$ cat config.mk
export PLATFORM = sky130hd
export DESIGN_NAME = dmem_arb_flat
export DESIGN_NICKNAME = d
export VERILOG_FILES = /design/src/rtl/dmem_arb_if.sv /design/src/rtl/dmem_arb.sv /design/src/flat_wrapper.sv
export SDC_FILE = /design/constraint.sdc
export NUM_CORES = 1
export LEC_CHECK = 0
export CAP_MARGIN = 25
export CORE_AREA = 2 2 103 105
export CTS_CLUSTER_DIAMETER = 40
export CTS_CLUSTER_SIZE = 14
export DETAILED_ROUTE_END_ITERATION = 12
export DIE_AREA = 0 0 105 107
export PLACE_DENSITY_LB_ADDON = 0.15
export SYNTH_ARGS = -nofsm -noshare
export SYNTH_HDL_FRONTEND = slang
export SYNTH_SLANG_ARGS = --single-unit
$ cat constraint.sdc
create_clock -name i_clk -period 1.5 [get_ports i_clk]
set_input_delay 0.3 -clock i_clk [delete_from_list [all_inputs] [get_ports i_clk]]
set_output_delay 0.3 -clock i_clk [all_outputs]
set_load 0.05 [all_outputs]
$ cat src/rtl/dmem_arb_if.sv
// Signal bundle between the two requesters, the arbiter and the shared data memory.
// The slave view belongs to the arbiter; the master view drives requests and models the memory.
interface dmem_arb_if #(
  parameter int ADDR_W = 16
);
  logic              i_req0;
  logic              i_req1;
  logic              i_we0;
  logic              i_we1;
  logic [ADDR_W-1:0] i_addr0;
  logic [ADDR_W-1:0] i_addr1;
  logic [31:0]       i_wdata0;
  logic [31:0]       i_wdata1;
  logic [3:0]        i_bmask0;
  logic [3:0]        i_bmask1;
  logic              i_lock0;
  logic              i_lock1;
  logic              o_gnt0;
  logic              o_gnt1;
  logic              o_rvalid0;
  logic              o_rvalid1;
  logic [31:0]       o_rdata0;
  logic [31:0]       o_rdata1;
  logic              o_mem_req;
  logic              o_mem_we;
  logic [ADDR_W-1:0] o_mem_addr;
  logic [31:0]       o_mem_wdata;
  logic [3:0]        o_mem_bmask;
  logic [31:0]       i_mem_rdata;

  modport slave (
    input  i_req0, i_req1, i_we0, i_we1, i_addr0, i_addr1,
    input  i_wdata0, i_wdata1, i_bmask0, i_bmask1, i_lock0, i_lock1,
    input  i_mem_rdata,
    output o_gnt0, o_gnt1, o_rvalid0, o_rvalid1, o_rdata0, o_rdata1,
    output o_mem_req, o_mem_we, o_mem_addr, o_mem_wdata, o_mem_bmask
  );

  modport master (
    output i_req0, i_req1, i_we0, i_we1, i_addr0, i_addr1,
    output i_wdata0, i_wdata1, i_bmask0, i_bmask1, i_lock0, i_lock1,
    output i_mem_rdata,
    input  o_gnt0, o_gnt1, o_rvalid0, o_rvalid1, o_rdata0, o_rdata1,
    input  o_mem_req, o_mem_we, o_mem_addr, o_mem_wdata, o_mem_bmask
  );
endinterface

$ cat src/rtl/dmem_arb.sv
// Round-robin arbiter (LSU = port 0, debug host = port 1) for one synchronous data-memory port,
// with bounded lock bursts and a tag pipeline that steers read data back to the issuing port.
module dmem_arb #(
  parameter int ADDR_W   = 16,
  parameter int MEM_LAT  = 1,
  parameter int HOLD_MAX = 8
) (
  input logic       i_clk,
  input logic       i_rst,
  dmem_arb_if.slave bus
);
  localparam int              CNT_W    = $clog2(HOLD_MAX + 1);
  localparam logic [CNT_W-1:0] LOCK_LIM = CNT_W'(HOLD_MAX - 1);

  logic               w_gnt0;
  logic               w_gnt1;
  logic               w_any_gnt;
  logic               w_lock_sel;
  logic               w_keep;
  logic               w_mem_we;
  logic [ADDR_W-1:0]  w_mem_addr;
  logic [31:0]        w_mem_wdata;
  logic [3:0]         w_mem_bmask;
  logic               r_last_ptr;
  logic [CNT_W-1:0]   r_lock_cnt;
  logic [MEM_LAT-1:0] r_tag_vld;
  logic [MEM_LAT-1:0] r_tag_port;

  // r_last_ptr names the port that loses a tie.
  always_comb begin
    w_gnt0 = 1'b0;
    w_gnt1 = 1'b0;
    if (i_rst) begin
      w_gnt0 = 1'b0;
      w_gnt1 = 1'b0;
    end else if (bus.i_req0 && bus.i_req1) begin
      w_gnt0 = r_last_ptr;
      w_gnt1 = ~r_last_ptr;
    end else begin
      w_gnt0 = bus.i_req0;
      w_gnt1 = bus.i_req1;
    end
  end

  assign w_any_gnt = w_gnt0 | w_gnt1;

  // Granted port's payload onto the memory bus; lock from the loser is ignored.
  always_comb begin
    w_mem_we    = 1'b0;
    w_mem_addr  = '0;
    w_mem_wdata = 32'h0000_0000;
    w_mem_bmask = 4'h0;
    w_lock_sel  = 1'b0;
    if (w_gnt0) begin
      w_mem_we    = bus.i_we0;
      w_mem_addr  = bus.i_addr0;
      w_mem_wdata = bus.i_wdata0;
      w_mem_bmask = bus.i_bmask0;
      w_lock_sel  = bus.i_lock0;
    end else if (w_gnt1) begin
      w_mem_we    = bus.i_we1;
      w_mem_addr  = bus.i_addr1;
      w_mem_wdata = bus.i_wdata1;
      w_mem_bmask = bus.i_bmask1;
      w_lock_sel  = bus.i_lock1;
    end else begin
      w_mem_we    = 1'b0;
      w_mem_addr  = '0;
      w_mem_wdata = 32'h0000_0000;
      w_mem_bmask = 4'h0;
      w_lock_sel  = 1'b0;
    end
  end

  assign w_keep = w_lock_sel && (r_lock_cnt < LOCK_LIM);

  // Priority pointer and lock counter; the last locked grant of a burst hands priority away.
  always_ff @(posedge i_clk or posedge i_rst) begin
    if (i_rst) begin
      r_last_ptr <= 1'b1;
      r_lock_cnt <= '0;
    end else if (w_any_gnt) begin
      r_last_ptr <= w_keep ? w_gnt0 : w_gnt1;
      r_lock_cnt <= w_keep ? (r_lock_cnt + CNT_W'(1)) : '0;
    end else begin
      r_lock_cnt <= '0;
    end
  end

  // Read tags ride alongside the memory latency so data returns in issue order.
  always_ff @(posedge i_clk or posedge i_rst) begin
    if (i_rst) begin
      r_tag_vld  <= '0;
      r_tag_port <= '0;
    end else begin
      r_tag_vld[0]  <= w_any_gnt & ~w_mem_we;
      r_tag_port[0] <= w_gnt1;
      for (int k = 1; k < MEM_LAT; k++) begin
        r_tag_vld[k]  <= r_tag_vld[k-1];
        r_tag_port[k] <= r_tag_port[k-1];
      end
    end
  end

  assign bus.o_gnt0      = w_gnt0;
  assign bus.o_gnt1      = w_gnt1;
  assign bus.o_mem_req   = w_any_gnt;
  assign bus.o_mem_we    = w_mem_we;
  assign bus.o_mem_addr  = w_mem_addr;
  assign bus.o_mem_wdata = w_mem_wdata;
  assign bus.o_mem_bmask = w_mem_bmask;
  assign bus.o_rvalid0   = r_tag_vld[MEM_LAT-1] & ~r_tag_port[MEM_LAT-1];
  assign bus.o_rvalid1   = r_tag_vld[MEM_LAT-1] &  r_tag_port[MEM_LAT-1];
  assign bus.o_rdata0    = bus.i_mem_rdata;
  assign bus.o_rdata1    = bus.i_mem_rdata;
endmodule

$ cat src/flat_wrapper.sv
// flat-port wrapper written by rule: the top's interface ports become plain ports
module dmem_arb_flat 
#(
  parameter int ADDR_W   = 16,
  parameter int MEM_LAT  = 1,
  parameter int HOLD_MAX = 8
)
  (i_clk, i_rst, bus_i_req0, bus_i_req1, bus_i_we0, bus_i_we1, bus_i_addr0, bus_i_addr1, bus_i_wdata0, bus_i_wdata1, bus_i_bmask0, bus_i_bmask1, bus_i_lock0, bus_i_lock1, bus_i_mem_rdata, bus_o_gnt0, bus_o_gnt1, bus_o_rvalid0, bus_o_rvalid1, bus_o_rdata0, bus_o_rdata1, bus_o_mem_req, bus_o_mem_we, bus_o_mem_addr, bus_o_mem_wdata, bus_o_mem_bmask);
  dmem_arb_if #(.ADDR_W(ADDR_W)) bus_i ();
  input logic i_clk;
  input logic i_rst;
  input wire logic [$bits(bus_i.i_req0)-1:0] bus_i_req0;
  input wire logic [$bits(bus_i.i_req1)-1:0] bus_i_req1;
  input wire logic [$bits(bus_i.i_we0)-1:0] bus_i_we0;
  input wire logic [$bits(bus_i.i_we1)-1:0] bus_i_we1;
  input wire logic [$bits(bus_i.i_addr0)-1:0] bus_i_addr0;
  input wire logic [$bits(bus_i.i_addr1)-1:0] bus_i_addr1;
  input wire logic [$bits(bus_i.i_wdata0)-1:0] bus_i_wdata0;
  input wire logic [$bits(bus_i.i_wdata1)-1:0] bus_i_wdata1;
  input wire logic [$bits(bus_i.i_bmask0)-1:0] bus_i_bmask0;
  input wire logic [$bits(bus_i.i_bmask1)-1:0] bus_i_bmask1;
  input wire logic [$bits(bus_i.i_lock0)-1:0] bus_i_lock0;
  input wire logic [$bits(bus_i.i_lock1)-1:0] bus_i_lock1;
  input wire logic [$bits(bus_i.i_mem_rdata)-1:0] bus_i_mem_rdata;
  output wire logic [$bits(bus_i.o_gnt0)-1:0] bus_o_gnt0;
  output wire logic [$bits(bus_i.o_gnt1)-1:0] bus_o_gnt1;
  output wire logic [$bits(bus_i.o_rvalid0)-1:0] bus_o_rvalid0;
  output wire logic [$bits(bus_i.o_rvalid1)-1:0] bus_o_rvalid1;
  output wire logic [$bits(bus_i.o_rdata0)-1:0] bus_o_rdata0;
  output wire logic [$bits(bus_i.o_rdata1)-1:0] bus_o_rdata1;
  output wire logic [$bits(bus_i.o_mem_req)-1:0] bus_o_mem_req;
  output wire logic [$bits(bus_i.o_mem_we)-1:0] bus_o_mem_we;
  output wire logic [$bits(bus_i.o_mem_addr)-1:0] bus_o_mem_addr;
  output wire logic [$bits(bus_i.o_mem_wdata)-1:0] bus_o_mem_wdata;
  output wire logic [$bits(bus_i.o_mem_bmask)-1:0] bus_o_mem_bmask;
  assign bus_i.i_req0 = bus_i_req0;
  assign bus_i.i_req1 = bus_i_req1;
  assign bus_i.i_we0 = bus_i_we0;
  assign bus_i.i_we1 = bus_i_we1;
  assign bus_i.i_addr0 = bus_i_addr0;
  assign bus_i.i_addr1 = bus_i_addr1;
  assign bus_i.i_wdata0 = bus_i_wdata0;
  assign bus_i.i_wdata1 = bus_i_wdata1;
  assign bus_i.i_bmask0 = bus_i_bmask0;
  assign bus_i.i_bmask1 = bus_i_bmask1;
  assign bus_i.i_lock0 = bus_i_lock0;
  assign bus_i.i_lock1 = bus_i_lock1;
  assign bus_i.i_mem_rdata = bus_i_mem_rdata;
  assign bus_o_gnt0 = bus_i.o_gnt0;
  assign bus_o_gnt1 = bus_i.o_gnt1;
  assign bus_o_rvalid0 = bus_i.o_rvalid0;
  assign bus_o_rvalid1 = bus_i.o_rvalid1;
  assign bus_o_rdata0 = bus_i.o_rdata0;
  assign bus_o_rdata1 = bus_i.o_rdata1;
  assign bus_o_mem_req = bus_i.o_mem_req;
  assign bus_o_mem_we = bus_i.o_mem_we;
  assign bus_o_mem_addr = bus_i.o_mem_addr;
  assign bus_o_mem_wdata = bus_i.o_mem_wdata;
  assign bus_o_mem_bmask = bus_i.o_mem_bmask;
  dmem_arb #(.ADDR_W(ADDR_W), .MEM_LAT(MEM_LAT), .HOLD_MAX(HOLD_MAX)) u_core (.i_clk(i_clk), .i_rst(i_rst), .bus(bus_i));
endmodule
Yosys cells after proc, flatten, opt, wreduce, memory -nomap -nowiden:

Index checks and enable logic that the tools add are counted.

* add/subtract/negate cells: 1
* $lt $le $gt $ge: 1
* multiplexer cells: 17
* bitwise logic cells: 7
* reductions and logical operators: 2

Operators by type and width (count)
* $mux 32: 2
* $mux 16: 2
* $mux 4: 4
* $mux 1: 9
* $add 4x1->4 const B: 1
* $lt 4x3->1 const B: 1
* $and 1x1->1: 3
* $not 1->1: 3
* $logic_and 1x1->1: 2
* $or 1x1->1: 1

* flip-flop bits (word level): 7
* input port bits: 144

Depth between registers and ports, before layout:

Gate-level depths: netlist of run 1.

* depth in word-level cells: 8
* gate-level depth with buffers: 5
* depth with buffers taken out: 4

Least setup slack after synthesis of run 1:

Ideal clock, no wire load.

* kind: reg2out
* start point: reg u_core.r_last_ptr
* end point: out bus_o_mem_bmask[0]
* arrival time: 1.585 ns
* setup slack: -0.385 ns
* stages on the path, launching flop included: 5
* buffers on the path: 1
* cell sequence: dfstp_2 -> nor2b_2 -> nor3b_2 -> buf_2 -> a22o_1

* elaborated cells on any way between the ends: 7

RTL lines
* start, declared: line dmem_arb.sv:24 `logic r_last_ptr;`
* start signal, assigned: line dmem_arb.sv:83 `r_last_ptr <= w_keep ? w_gnt0 : w_gnt1;`
* $mux 1: line dmem_arb.sv:36 `end else if (bus.i_req0 && bus.i_req1) begin`
* $mux 1: line dmem_arb.sv:33 `if (i_rst) begin`
* named net bus_o_gnt0: line flat_wrapper.sv:25 `output wire logic [$bits(bus_i.o_gnt0)-1:0] bus_o_gnt0;`
* $mux 4: line dmem_arb.sv:54 `if (w_gnt0) begin`
* end, declared: line flat_wrapper.sv:35 `output wire logic [$bits(bus_i.o_mem_bmask)-1:0] bus_o_mem_bmask;`

The timed path passes the listed nets, and every way through them passes these cells.

Worst setup path after layout of run 1:

* start point: reg u_core.r_last_ptr
* end point: out bus_o_mem_wdata[7]

* longest elaborated chain between the ends: 5
* elaborated cells on any way between the ends: 7

RTL lines
* $not 1->1: line dmem_arb.sv:38 `w_gnt1 = ~r_last_ptr;`
* $mux 1: line dmem_arb.sv:36
* $mux 1: line dmem_arb.sv:33
* $mux 32: line dmem_arb.sv:60 `end else if (w_gnt1) begin`
* $mux 32 (*): line dmem_arb.sv:54
* end, declared: line flat_wrapper.sv:34 `output wire logic [$bits(bus_i.o_mem_wdata)-1:0] bus_o_mem_wdata;`

Mark *: on every way between the ends. The rest lies on a longest branch, timed or not.

==> results of run 1 <==
layout make-up:
class	count	area (um^2)
Inverter	2	7.51
Timing Repair Buffer	193	2650
Sequential cell	7	176
Multi-Input combinational cell	75	1120
Clock buffer	3	41.3
Tap cell	136	170
Clock inverter	1	5.00
Fill cell	987	5930
state kept, by name, summed over array words and instances (netlist names):
register,count
u_core.r_last_ptr,1
u_core.r_lock_cnt,4
u_core.r_tag_port,1
u_core.r_tag_vld,1
metal layers:
layer / GRT usage (%) / wire, um
met5: 0 / 0
met4: 3.52 / 128
met3: 3.22 / 667
met2: 21.6 / 3610
met1: 11.9 / 2440
how the worst max path moves through the flow:
stage	slack, ns	to	cells after the start	start
finish	-0.52	bus_o_mem_wdata[7]	6	u_core.r_last_ptr
global route	-0.59	bus_o_mem_wdata[21]	6	u_core.r_last_ptr
CTS	-0.57	bus_o_mem_addr[6]	6	u_core.r_last_ptr
detailed placement	-0.66	bus_o_mem_bmask[3]	6	bus_i_req1
global placement	-0.65	bus_o_mem_wdata[31]	6	bus_i_req1
floorplan	-0.11	bus_o_mem_addr[0]	5	u_core.r_last_ptr
power by group through the flow:
| stage | clock network [mW] | logic [mW] | registers, mW |
|---|---|---|---|
| after detailed placement | 0 | 1.72 | 0.214 |
| after CTS | 0.268 | 1.81 | 0.214 |
| after global placement | 0 | 1.72 | 0.214 |
| after floorplan | 0 | 1.25 | 0.212 |
| final | 0.260 | 1.81 | 0.214 |
| after global routing | 0.284 | 1.88 | 0.216 |
critical path: stages (launching register included):
cell and delay [ns]:
dfstp_2 0.57, nor2b_4 0.06, nor3b_4 0.22, buf_12 0.19
buf_6 0.17, a22o_4 0.15, buf_12 0.13
placed cells by master (no fill, tap or decap), drive strengths merged, types with 2 or more instances in the layout:
cell type      netlist  layout
nor2b                2       2
nand2                2       2
inv                  2       2
clkbuf               0       5
a22o                53      53
dfrtp                6       6
nor4                 2       2
dlygate4sd2          0       3
clkdlybuf4s50        0     108
and2                 4       4
buf                 76      80
cell families (layout without fill, tap and decap cells):
logic type                 after synthesis  in the layout  synth area share, %
buffers and inverters                   78            199                 42.8
AOI/OAI and AO/OA                       59             59                 36.1
and+or+nand+nor                         14             14                 7.23
DFF                                      7              7                 12.4
adders and majority gates                1              1                0.882
xor gates and xnor gates                 1              1                0.617
timing repair:
action	in CTS	in global routing
pin swaps	3	5
gates resized for setup	19	1
gates cloned	4	3
setup endpoints to repair	58	57
buffers inserted	4	1
per-stage QoR:
step | utilization, % | setup WS, ns | hold WS [ns]
final | 41.2 | -0.515 | 0.280
after global routing | 41.2 | -0.587 | 0.301
after CTS | 40.6 | -0.567 | 0.284
after detailed placement | 38.3 | -0.656 | 0.463
after global placement | 38.3 | -0.645 | 0.445
after floorplan | - | -0.107 | 0.0688
==> impl_results.md, run 1 <==
- Outcome: finished, violations left
- Failing checks: negative setup slack
- Pwr Density: 549 nW/um^2
- Async SR Flop Fraction: 100%
- Internal: 1.40 mW
- RSZ-0062 raised after global routing: yes
- Period utilization: 134%
- Class of the worst hold path: primary input to asynchronous set/reset pin
- Crit. End Element: output pin
- Post-synth top area share: 34.4%
- Primary FF master, synth: dfrtp_1
- Pre-antenna DRT Iters: 3
- Total grt overflow: 0
- Post-synthesis cell count: 160
- Top cells by area, synth: buf_4, a22o_1, dfrtp_1, buf_6, dfstp_2
- CP Launch Type: register
- Synthesized cell area: 1420 um^2
- Worst Slack Setup Final: -0.515 ns
- Max-cap viol count: 0
- Static Leakage: 1.79 nW
- Die X: 105 um
- Clk_lat worst skew: 0.23 ns
- Initial antenna violation count: 0
- Mapped Nets: 305
- Dpl cells: 402
- Port bufs: 169
- Area grow syn2layout: 193%
- Combinational group share of total power: 79.2%
- Die span in y: 107 um
- Via/cell ratio: 4.12
- Reg-to-reg startpoint: u_core.r_last_ptr
- Final WL: 6850 um
- Placer's final routability congestion estimate: 0.715
- Register-to-Register Path Depth: 5
- Fin crit period: 2.02 ns
- Clock buffer depth: 2
- Post-synth EDFFs: 0
- Largest net degree at the start of global routing: 22
- Yosys warns: 0
- Final instance area: 4160 um^2
- GRT Util Overall: 11.3%
- Seq/Total Area, Yosys: 12.4%
- Reg-to-reg slack, setup: 0.01 ns
- Peak supply drop: 0.205 mV
- Routed via count: 1719
- Initial detailed-routing violation count: 34
- Starting Density: 14.1%
- Final setup violating endpoints: 55
- Switching Share: 38.6%
- Critical R2R Capture: u_core.r_last_ptr
- Nets: 427
- Sequential group share of total power: 9.4%
- Setup TNS: -26.55 ns
- Rel. slew slack: 80.5%
- Vias in the first global route: 1929
- Cell Rows: 37
- CTS tree: built
- CTS root buf: clkbuf_8
- Post-synth top area cell: buf_4
- Layout Skew: 0.00579 ns
- Slew Limit Fails: 0
- WP data required: 1.20 ns
- Antenna viol nets, final: 0
- DRC viols: 0
- Worst-path clk slew: 0.04 ns
- Design Power: 2.28 mW
- Cts hold-fix bufs: 0
- Post-synthesis sequential element count: 7
- Commonest cells in the netlist: buf_4, a22o_1, buf_6
- Antenna fix cells: 0
- First-pass GRT wire length: 10100 um
- CP Class: register to output pin
- DP HPWL: 5250 um
- NetSw: 0.882 mW
- Peak Freq: 0.496 GHz
- Slew @ Worst Pin: 0.288 ns
- Worst EP arrival: 1.72 ns
- Core Area: 10100 um^2
- Cts bufs inserted: 3
- Htree depth: 1
- Non-Filler Instances: 417
- Most frequent cell after synthesis: buf_4
- Max FO, Critical Path: 6
- Clk sinks: 7
- Clk network pwr share: 11.4%
- Routed len/inst: 16.4 um
- Netlist cell types: 26
- Num ports: 266
- Syn avg cell area: 8.87 um^2
- Post-DP Area: 3860 um^2
- Fraction of layout instances using a drive strength above 1: 52.3%
- Hold Vio Cnt, Final: 0
- Die area: 11200 um^2
Note: power is estimated with default switching activity, not from simulation.
==> run 2: changes to the inputs <==
Settings changed: CAP_MARGIN 25 to 5.
==> results of run 2 <==
The final DEF is identical to that of run 1; final timing and power are the same.
==> RTL change 1: new RTL, settings of run 1 <==
`MEM_LAT` is set to 1 in 2 places; all go to 2.
--- a/src/rtl/dmem_arb.sv
+++ b/src/rtl/dmem_arb.sv
@@ -2,7 +2,7 @@
 // with bounded lock bursts and a tag pipeline that steers read data back to the issuing port.
 module dmem_arb #(
   parameter int ADDR_W   = 16,
-  parameter int MEM_LAT  = 1,
+  parameter int MEM_LAT  = 2,
   parameter int HOLD_MAX = 8
 ) (
   input logic       i_clk,
--- a/src/flat_wrapper.sv
+++ b/src/flat_wrapper.sv
@@ -2,7 +2,7 @@
 module dmem_arb_flat 
 #(
   parameter int ADDR_W   = 16,
-  parameter int MEM_LAT  = 1,
+  parameter int MEM_LAT  = 2,
   parameter int HOLD_MAX = 8
 )
   (i_clk, i_rst, bus_i_req0, bus_i_req1, bus_i_we0, bus_i_we1, bus_i_addr0, bus_i_addr1, bus_i_wdata0, bus_i_wdata1, bus_i_bmask0, bus_i_bmask1, bus_i_lock0, bus_i_lock1, bus_i_mem_rdata, bus_o_gnt0, bus_o_gnt1, bus_o_rvalid0, bus_o_rvalid1, bus_o_rdata0, bus_o_rdata1, bus_o_mem_req, bus_o_mem_we, bus_o_mem_addr, bus_o_mem_wdata, bus_o_mem_bmask);
Check against the original RTL: not equivalent (Yosys sat finds a counterexample within 4 cycles, from zero or initial values and one cycle with i_rst high).
==> RTL change 1 against run 1 <==
  * The flow still finishes with violations (setup timing)
  * Fmax increased by 0.29%
  * First-iteration DRC count increased by 97%
  * Final cell count shrank 0.96%
  * Sequential cell count rose by 2
  * Power grew 0.93%
  * Final area shrank 2.2%
  * Worst setup slack improved by 0.0059 ns
  * Area after synthesis increased by 3.5%
  * Wire length is 3.0% lower
  * Critical endpoint is now bus_o_mem_wdata[2]
==> RTL change 1: results <==
{
  "wl_met2_microns": 3194,
  "avgSynthCellArea_sq_um": 9.067,
  "yosys.area_share.adder_pct": 0.8518,
  "wl_microns": 6640,
  "wl_met3_microns": 1001,
  "nNetsFinal": 423,
  "place.gp.congestion": 0.7442,
  "grt_pass1_wl_microns": 10270,
  "p_int_mw": 1.429,
  "grt_use_met3_pct": 6.505,
  "worst_slack_ns": -0.5095,
  "nFillCells": 1000,
  "r2r_slack_ns": 0.06,
  "grtUsageMet2_pct": 19.48,
  "powerComb_mw": 1.75,
  "ir_drop_uv": 247.9,
  "max-slew-margin-rel_pct": 79.10,
  "worst_path_max_delay_cell": "dfstp_2",
  "synthTopCellsByArea": "buf_4 33%, a22o_1 32%, dfrtp_1 14%",
  "synth_compound_area_share_pct": 34.84,
  "violations": "setup timing",
  "synthXorXnorAreaFrac_pct": 0.5963,
  "ys_top_cells_by_count": "65 x buf_4, 53 x a22o_1, 9 x buf_6",
  "timing.rr.end": "u_core.r_tag_vld[0]",
  "setup_tns_ns": -25.83,
  "dp_hpwl_microns": 5539,
  "num_vias": 1710,
  "finalPower_mw": 2.305,
  "fin_cells": 413,
  "setup_violations": 55,
  "synth_seq_area_share_pct": 15.42,
  "skew_ns": 0.003306,
  "outcome": "finished, violations left",
  "drtIter0Drc": 67,
  "multiInputGateArea_sq_mm": 0.001085,
  "reg2reg_depth": 4,
  "use_met1_pct": 12.16,
  "hold_viol": 0,
  "syn_nets": 307,
  "drive_gt1_share_pct": 50.18,
  "power_leakage_nw": 1.740,
  "grt_max_degree": 25,
  "fin_hold_ws_ns": 0.1857,
  "dpl_cell_area_sq_mm": 0.003933,
  "clkPwrFrac_pct": 12.1,
  "drt_pre_antenna_iters": 4,
  "wirelength_met1_microns": 2356,
  "cts_buffers": 3
}
## RTL change 1: cell count changes after synthesis
cell,before,now
dfrtp_1,6,8
## RTL change 1: timing repair
| action | in CTS | in global routing |
|---|---|---|
| gates resized for setup | 10 | 2 |
| endpoints found under the setup margin | 58 | 56 |
| cloned | 1 | 1 |
| setup buffers | 1 | 2 |
| pin swaps | 1 | 0 |
## RTL change 1: cell type report
type / instances / share of cell area, %
inverter: 2 / 0.1843
multi-input combinational: 75 / 26.64
sequential: 9 / 5.561
tap: 136 / 4.178
timing repair buffer: 187 / 62.33
clock buffer: 4 / 1.106
## RTL change 1: worst max-delay path by stage
stage,endpoint,startpoint
2_1_floorplan,bus_o_mem_addr[0],u_core.r_last_ptr
3_3_place_gp,bus_o_mem_bmask[2],bus_i_req1
3_5_place_dp,bus_o_mem_bmask[2],bus_i_req1
4_1_cts,bus_o_mem_bmask[2],u_core.r_last_ptr
5_1_grt,bus_o_mem_wdata[27],u_core.r_last_ptr
6_report,bus_o_mem_wdata[2],u_core.r_last_ptr
==> RTL change 2: new RTL, config.mk and constraints of run 1 <==
Without the edit above. Reset style: synchronous (`i_rst`), changed in 2 clocked blocks.
--- a/src/rtl/dmem_arb.sv
+++ b/src/rtl/dmem_arb.sv
@@ -75,7 +75,7 @@
   assign w_keep = w_lock_sel && (r_lock_cnt < LOCK_LIM);
 
   // Priority pointer and lock counter; the last locked grant of a burst hands priority away.
-  always_ff @(posedge i_clk or posedge i_rst) begin
+  always_ff @(posedge i_clk) begin
     if (i_rst) begin
       r_last_ptr <= 1'b1;
       r_lock_cnt <= '0;
@@ -88,7 +88,7 @@
   end
 
   // Read tags ride alongside the memory latency so data returns in issue order.
-  always_ff @(posedge i_clk or posedge i_rst) begin
+  always_ff @(posedge i_clk) begin
     if (i_rst) begin
       r_tag_vld  <= '0;
       r_tag_port <= '0;
Function: differs if i_rst is asserted again (counterexample within 4 cycles, from zero or initial values and one cycle with i_rst high); with i_rst held inactive, the same outputs for 10 cycles.
==> RTL change 2 against run 1 <==
  * The run still ends with setup timing left
  * Utilization increased by 1.0 points
  * Non-clock buffer count increased by 8
  * First-iteration DRC count increased by 56%
  * Worst setup slack improved by 0.16 ns
  * Wire length increased by 16%
  * Final cell count increased by 2.4%
  * Final area increased by 2.5%
  * Sequential power decreased by 6%
  * Combinational power decreased by 5%
  * Power decreased by 4.2%
  * Register-to-register slack improved by 0.04 ns
  * Area after synthesis decreased by 2.0%
  * Sequential cell count unchanged
  * Critical path type unchanged
  * Critical endpoint is now bus_o_mem_addr[11]
==> RTL change 2: results <==
{
  "skew_ns": 0.002723,
  "power_leakage_nw": 1.820,
  "violations": "setup timing",
  "setup_violations": 55,
  "crit_fanout": 8,
  "place_ws_ns": -0.6050,
  "ys_top_cells_by_count": "70 x buf_4, 53 x a22o_1, 7 x dfxtp_1",
  "grt_pass1_wl_microns": 10870,
  "drtIter0Drc": 53,
  "dp_hpwl_microns": 5187,
  "place.gp.congestion": 0.7628,
  "yosys.area_share.adder_pct": 0.9001,
  "grt_pass1_vias": 1852,
  "dpl_cell_area_sq_mm": 0.003476,
  "ys_async_sr_fraction_pct": 0,
  "num_vias": 1781,
  "synth_seq_area_share_pct": 10.08,
  "max-slew-margin-rel_pct": 82.23,
  "nNetsFinal": 437,
  "drive_gt1_share_pct": 53.61,
  "fin_hold_ws_ns": 0.4545,
  "synth_compound_area_share_pct": 37.62,
  "wl_microns": 7919,
  "synthTopCellsByArea": "buf_4 38%, a22o_1 33%, dfxtp_1 10%",
  "cts_root_buffer": "clkbuf_8",
  "largest_reg_flops": 4,
  "drt_pre_antenna_iters": 4,
  "outcome": "finished, violations left",
  "ys_warn_count": 0,
  "cp.arrival_ns": 1.56,
  "grt_usage_pct": 12.48,
  "synthFlopType": "dfxtp_1",
  "ir_drop_uv": 213.2,
  "nFillCells": 962,
  "synth_cell_type_count": 25,
  "worst_hold_path_type": "flop to flop",
  "grt_max_degree": 26,
  "synthXorXnorAreaFrac_pct": 0.6301,
  "avgSynthCellArea_sq_um": 8.528,
  "r2r_slack_ns": 0.05,
  "syn_nets": 308,
  "fin_cells": 427,
  "worst_slack_ns": -0.3595,
  "setup_tns_ns": -18.18
}
[RTL change 2: final cells by class]
cell class | instances | area (sq um) | share of cell area, %
sequential | 7 | 143.9 | 3.371
multi-input combinational | 78 | 1132 | 26.53
tap | 136 | 170.2 | 3.987
inverter | 1 | 3.754 | 0.08795
clock buffer | 4 | 45.04 | 1.055
timing repair buffer | 201 | 2773 | 64.97
[RTL change 2: layer usage]
metal  track usage [%]  share of wire (%)
met2             23.61                 53
met4             2.667               0.37
met1             13.70                 38
met3             3.708                9.2
met5                 0                  0
[RTL change 2: where the power goes]
part / total (mW) / switching [mW] / internal, mW
registers: 0.202 / 0.00638 / 0.196
clock network: 0.263 / 0.0797 / 0.184
logic: 1.72 / 0.739 / 0.984
[RTL change 2: worst max-delay path, stage by stage (launching register included)]
cell and delay (ns):
dfxtp_4 0.35, nor2b_4 0.14, nor3b_4 0.06, buf_6 0.13, buf_6 0.13, buf_12 0.14, a22o_4 0.23, buf_12 0.14
[RTL change 2: final timing paths]
| path | cells past startpoint | start | to |
|---|---|---|---|
| worst max-delay path | 7 | u_core.r_last_ptr | bus_o_mem_addr[11] |
| worst min register to register | 1 | u_core.r_lock_cnt[0] | u_core.r_lock_cnt[0] |
| worst max register to register | 7 | u_core.r_last_ptr | u_core.r_tag_vld |
| worst min-delay path | 1 | u_core.r_lock_cnt[0] | u_core.r_lock_cnt[0] |
[RTL change 2: what timing repair did]
action	in CTS	in global routing
setup endpoints to repair	58	56
hold buffers	0	0
cloned	6	3
setup buffers	10	4
resized for setup	63	18
pin swaps	4	4
